===== src/rtl/gameover_ctrl.sv =====
// gameover_ctrl: round-end sequencer for the two-player game.
//   Watches both collision flags and opens a short settle window so that
//   near-simultaneous crashes score as a draw. It then freezes gameplay and
//   shows the overlay. After a minimum hold it waits for a fresh start-button
//   press and issues a one-cycle restart.
// Ports:
//   clk, rst          : pixel clock and synchronous active-high reset
//   frame_tick        : one-cycle pulse per frame
//   p1_hit, p2_hit    : collision flags, level or pulse
//   start_btn         : synchronised, debounced start button (level)
//   winner_latched    : 00 none, 01 P1 wins, 10 P2 wins, 11 draw
//   overlay_en        : overlay visible
//   freeze            : hold game positions
//   restart           : one-cycle reinitialise pulse
// Optional feature: define GAMEOVER_BLINK_EN to blink the overlay in WAIT_BTN.
// All outputs are registered. Outputs already reflect a state on the edge
// that enters it.
module gameover_ctrl #(
  parameter int SETTLE_FRAMES = 2,
  parameter int HOLD_FRAMES   = 120,
  parameter int BLINK_FRAMES  = 30
) (
  input  logic       clk,
  input  logic       rst,
  input  logic       frame_tick,
  input  logic       p1_hit,
  input  logic       p2_hit,
  input  logic       start_btn,
  output logic [1:0] winner_latched,
  output logic       overlay_en,
  output logic       freeze,
  output logic       restart
);

  localparam int MAX_SH = (SETTLE_FRAMES > HOLD_FRAMES) ? SETTLE_FRAMES : HOLD_FRAMES;
  localparam int MAXF   = (MAX_SH > BLINK_FRAMES) ? MAX_SH : BLINK_FRAMES;
  localparam int CW     = $clog2(MAXF + 1);

  typedef enum logic [2:0] {
    PLAY,
    SETTLE,
    SHOW,
    WAIT_BTN,
    RESTART
  } state_t;

  state_t        state;
  logic [CW-1:0] cnt;
  logic          h1;
  logic          h2;
  logic          btn_prev;

  logic [CW-1:0] cnt_inc;
  logic          n1;
  logic          n2;
  logic          btn_edge;

  assign cnt_inc  = cnt + CW'(1);
  // A hit in the cycle that closes the settle window still counts.
  assign n1       = h1 | p1_hit;
  assign n2       = h2 | p2_hit;
  assign btn_edge = start_btn & ~btn_prev;

  always_ff @(posedge clk) begin
    if (rst) begin
      state          <= PLAY;
      cnt            <= '0;
      h1             <= 1'b0;
      h2             <= 1'b0;
      btn_prev       <= 1'b0;
      winner_latched <= 2'b00;
      overlay_en     <= 1'b0;
      freeze         <= 1'b0;
      restart        <= 1'b0;
    end else begin
      // History updates in every state so the edge detector is valid on entry.
      btn_prev <= start_btn;
      case (state)
        PLAY: begin
          winner_latched <= 2'b00;
          overlay_en     <= 1'b0;
          freeze         <= 1'b0;
          restart        <= 1'b0;
          // A tick coincident with the first hit is not counted.
          if (p1_hit || p2_hit) begin
            state <= SETTLE;
            h1    <= p1_hit;
            h2    <= p2_hit;
            cnt   <= '0;
          end
        end

        SETTLE: begin
          // Gameplay keeps running, so the other bird can still crash.
          h1 <= n1;
          h2 <= n2;
          if (frame_tick) begin
            if (cnt_inc == CW'(SETTLE_FRAMES)) begin
              state          <= SHOW;
              cnt            <= '0;
              // A P1 crash means P2 wins: bit 1 is P2, bit 0 is P1.
              winner_latched <= {n1, n2};
              overlay_en     <= 1'b1;
              freeze         <= 1'b1;
            end else begin
              cnt <= cnt_inc;
            end
          end
        end

        SHOW: begin
          if (frame_tick) begin
            if (cnt_inc == CW'(HOLD_FRAMES)) begin
              state      <= WAIT_BTN;
              cnt        <= '0;
              overlay_en <= 1'b1;
            end else begin
              cnt <= cnt_inc;
            end
          end
        end

        WAIT_BTN: begin
          if (btn_edge) begin
            state          <= RESTART;
            cnt            <= '0;
            restart        <= 1'b1;
            overlay_en     <= 1'b0;
            winner_latched <= 2'b00;
          end else if (frame_tick) begin
`ifdef GAMEOVER_BLINK_EN
            if (cnt_inc == CW'(BLINK_FRAMES)) begin
              cnt        <= '0;
              overlay_en <= ~overlay_en;
            end else begin
              cnt <= cnt_inc;
            end
`else
            overlay_en <= 1'b1;
`endif
          end
        end

        RESTART: begin
          state   <= PLAY;
          cnt     <= '0;
          h1      <= 1'b0;
          h2      <= 1'b0;
          restart <= 1'b0;
          freeze  <= 1'b0;
        end

        default: begin
          state          <= PLAY;
          cnt            <= '0;
          winner_latched <= 2'b00;
          overlay_en     <= 1'b0;
          freeze         <= 1'b0;
          restart        <= 1'b0;
        end
      endcase
    end
  end

endmodule


===== config.mk =====
export PLATFORM = sky130hd
export DESIGN_NAME = gameover_ctrl
export DESIGN_NICKNAME = d
export VERILOG_FILES = /design/src/rtl/gameover_ctrl.sv
export SDC_FILE = /design/constraint.sdc
export NUM_CORES = 1
export LEC_CHECK = 0
export ABC_AREA = 1
export CAP_MARGIN = 15
export CORE_MARGIN = 3
export CORE_UTILIZATION = 40
export DETAILED_ROUTE_END_ITERATION = 6
export PLACE_DENSITY = 0.62
export SYNTH_ARGS = -nofsm -noshare
export SYNTH_HDL_FRONTEND = slang
export SYNTH_SLANG_ARGS = --single-unit

===== constraint.sdc =====
create_clock -name clk -period 1.55 [get_ports clk]
set_input_delay 0.31 -clock clk [delete_from_list [all_inputs] [get_ports clk]]
set_output_delay 0.31 -clock clk [all_outputs]
set_load 0.01 [all_outputs]

==> summary.md <==
| Metric | Value |
|---|---|
| Ranking of synthesized cells by area | dfxtp_1 32%, nand2_1 14%, inv_1 8.3%, nand3_1 6.2%, o21ai_0 5.3% |
| Final Hold Fails | 0 |
| N_diodes | 0 |
| Die W | around 59 µm |
| Avg Vias per Cell | around 5.1 |
| First drt pass iteration count | 4 |
| Slowest CP cell | dfxtp_4 |
| Most used cell, CP | nand2_1 |
| Synthesized net count | between 150 and 200 |
| Final nets | between 200 and 250 |
| Met1 Use GR | 0.211 |
| Met2 usage | 0.304 |
| Worst Min Path Start | restart$_SDFFE_PP0P_ |
| Clk_skew | between 1.5 and 2 ps |
| Worst R2R Start | cnt[0]$_SDFFE_PP0P_ |
| Critical R2R Capture | state[1]$_SDFFE_PP0P_ |
| GR met3 Demand/Resource | 0.0283 |
| Worst-case reg-to-reg path depth | 11 |
| Post-synthesis cell area | about 1100 µm² |
| Worst vdd ir | 1010 µV |
| WP data arrival | ~1800 ps |
| CTS Hold Bufs | 0 |
| Status | finished clean |
| Clock latency on the worst-skew pair | approximately 300 ps |
| Largest net degree at the start of global routing | 11 |
| DP Area | 1340 µm² |
| RSZ-0062 raised after global routing | true |
| Clock net sink count | 18 |
| Clock buffer count from CTS | 3 |
| DR DRC count | 0 |
| Slew headroom | 0.816 |
| Worst-path cell chain | ha_4 > or2_1 > nand2_1 > nand2_1 > nor2_2 > nand3_2 > nand2_4 > nand3_4 > nand2_1 > nand2_1 > nor2_2 |
| Final WL | around 2700 µm |
| Crit path max fanout | 7 |
| Critical path capture point type | register |
| Synth Instances | ~170 |
| Gpl congestion | 0.791 |
| Fmax achieved | between 0.6 and 0.7 GHz |
| Number of port buffers | 10 |
| Clk root buf | clkbuf_4 |
| Overflow after GRT | 0 |
| Fin Hold WS | 472 ps |
| Seq/Total Area, Yosys | 0.319 |
| Num rows | 18 |
| Initial antenna violation count | 0 |
| First-pass GRT wire length | ~4700 µm |
| Setup Slack @ Placement | -204 ps |
| PnR worst setup slack | ~28 ps |
| Final setup vio count | 0 |
| Worst min path class | reg2reg |
| WL/cell | between 10 and 15 µm |
| Crit-path leading delay family | simple AND/OR/NAND/NOR gates |
| Yosys cell types | 24 |
| Initial core utilization | 0.436 |
| Synth Register Bits | 18 |
| HPWL Detailed | 2090 µm |
| Period Utilization, post-route | 0.982 |
| Hold path endpoint | restart$_SDFFE_PP0P_ |
| Synth area leader | dfxtp_1 |
| Post-route cell area | about 1400 µm² |
| Area growth from synthesis to layout | 27.9% |
| Worst-path clk slew | 120 ps |
| Gr usage total | 0.174 |
| First-iteration detailed-routing DRC count | between 60 and 70 |
| Die Y | a little under 60 µm |
| Slew @ Worst Pin | 275 ps |
| Routed Antenna Nets | 0 |
| Pleak | 0.729 nW |
| WP buf/inv | 0 |
| Die area | 3500 µm² |
| Vias in the first global route | between 1,000 and 1,500 |
| Core Area | 2590 µm² |
| Worst EP required | between 1500 and 2000 ps |
| Crit-path max cell delay | between 300 and 400 ps |
| Max-Cap Viols | 0 |
| Pins Over Slew Limit | 0 |
| Synth top area share | 0.319 |
| H-Tree Depth | 1 |
| Total power | about 2.5 mW |
| Vias | roughly 1,200 |
| Setup Crit Path Kind | reg2reg |
| Pwr dens | approximately 1700 nW/µm² |
| TritonCTS clock tree | done |
| Share of layout cells above drive strength 1 | 0.281 |
| CP Launch Type | register |
| Top Usage Layer GRT | met2 |
| Syn_area_per_cell | 6.61 µm² |
| Yosys warning total | 0 |
| FF-to-FF setup slack | approximately 28 ps |
| Worst hold stages | 2 |
| Min Tclk post-route | 1520 ps |
| Clk buf depth | 2 |
| I/O pin count | 11 |
==> through the flow <==
stage | utilization | setup TNS, ps | std cells
2_1_floorplan | - | 0 | 171
3_3_place_gp | 0.516 | -1510 | 220
3_5_place_dp | 0.516 | -1780 | 220
4_1_cts | 0.537 | 0 | 224
5_1_grt | 0.558 | -774 | 226
6_report | 0.558 | 0 | 226
==> kinds of logic after synthesis <==
| logic type | after synthesis | share of synthesized area |
|---|---|---|
| flip-flops | 18 | 0.319 |
| AND/OR/NAND/NOR | 92 | 0.411 |
| buffers and inverters | 31 | 0.111 |
| AO/OA/AOI/OAI | 28 | 0.137 |
| adder cells (fa/ha/maj) | 2 | 0.0221 |
==> worst max-delay path by stage <==
stage                                from                     to  slack [ps]  cells after the start
floorplan             cnt[0]$_SDFFE_PP0P_    cnt[3]$_SDFFE_PP0P_          50                     12
global placement                   p1_hit    cnt[1]$_SDFFE_PP0P_        -210                     10
detailed placement                 p1_hit    cnt[1]$_SDFFE_PP0P_        -200                     10
CTS                 state[2]$_SDFFE_PP0P_    cnt[1]$_SDFFE_PP0P_          20                      9
global route          cnt[0]$_SDFFE_PP0P_    cnt[3]$_SDFFE_PP0P_        -120                     12
finish                cnt[0]$_SDFFE_PP0P_  state[1]$_SDFFE_PP0P_          30                     11
==> repair_timing <==
item                                    in CTS  in global routing
setup buffers                                0                  2
endpoints found under the setup margin       7                 14
resized for setup                            4                 16
pin swaps                                    1                  7
==> state kept, by name, indices dropped and copies added (netlist names) <==
name	cells
h1	1
cnt	7
state	3
winner_latched	2
restart	1
btn_prev	1
freeze	1
h2	1
overlay_en	1
==> routing by layer <==
layer  vias to the layer above  wire length (µm)
li1                        600                 -
met1                       539              1220
met2                        18              1380
met3                         5                67
met4                         0                40
met5                         -                 0
==> area by class of cell <==
class                           count  area (µm²)
Fill cell                         258        1140
Multi-Input combinational cell    122         689
Sequential cell                    18         368
Timing Repair Buffer               23         204
Inverter                           29         110
Tap cell                           30        37.5
Clock buffer                        4        36.3
==> synthesized netlist by cell type <==
| master | count |
|---|---|
| nor2_2 | 4 |
| clkbuf_1 | 1 |
| o21ai_2 | 1 |
| nand4_1 | 5 |
| o21ai_1 | 1 |
| a211oi_2 | 1 |
| inv_1 | 25 |
| nor2_4 | 1 |
| dfxtp_1 | 18 |
| buf_6 | 1 |
| nor2_1 | 13 |
| clkinv_2 | 1 |
| nand3_1 | 14 |
| nand3_4 | 1 |
| o21ai_0 | 12 |
| inv_2 | 3 |
| a21oi_1 | 10 |
| nand2_4 | 2 |
| nand2_1 | 41 |
| a31oi_1 | 3 |
| nand2_2 | 6 |
| nand3_2 | 4 |
| or2_1 | 1 |
| ha_1 | 2 |
==> where the power goes <==
group,total [mW],leakage [nW],switching [mW],internal (mW)
registers,0.765,0.150,0.139,0.626
logic,1.38,0.558,0.835,0.547
clock network,0.310,0.0210,0.167,0.143
==> worst register-to-register path, delay by kind of cell (launching register included) <==
family,cells,cell delay (ps)
adders and majority gates,1,170
and+or+nand+nor,10,940
DFF,1,370
==> placed cells by master (no fill, tap or decap), drive strengths merged <==
cell	netlist	final
clkdlybuf4s50	0	9
a211oi	1	1
clkinv	1	1
a21oi	10	10
or2	1	1
dlymetal6s2s	0	1
nor2	18	18
clkbuf	1	4
ha	2	2
nand2	49	49
o21ai	14	14
nand3	19	19
nand4	5	5
inv	28	28
dfxtp	18	18
buf	1	13
a31oi	3	3
Note: power is estimated with default switching activity, not from simulation.
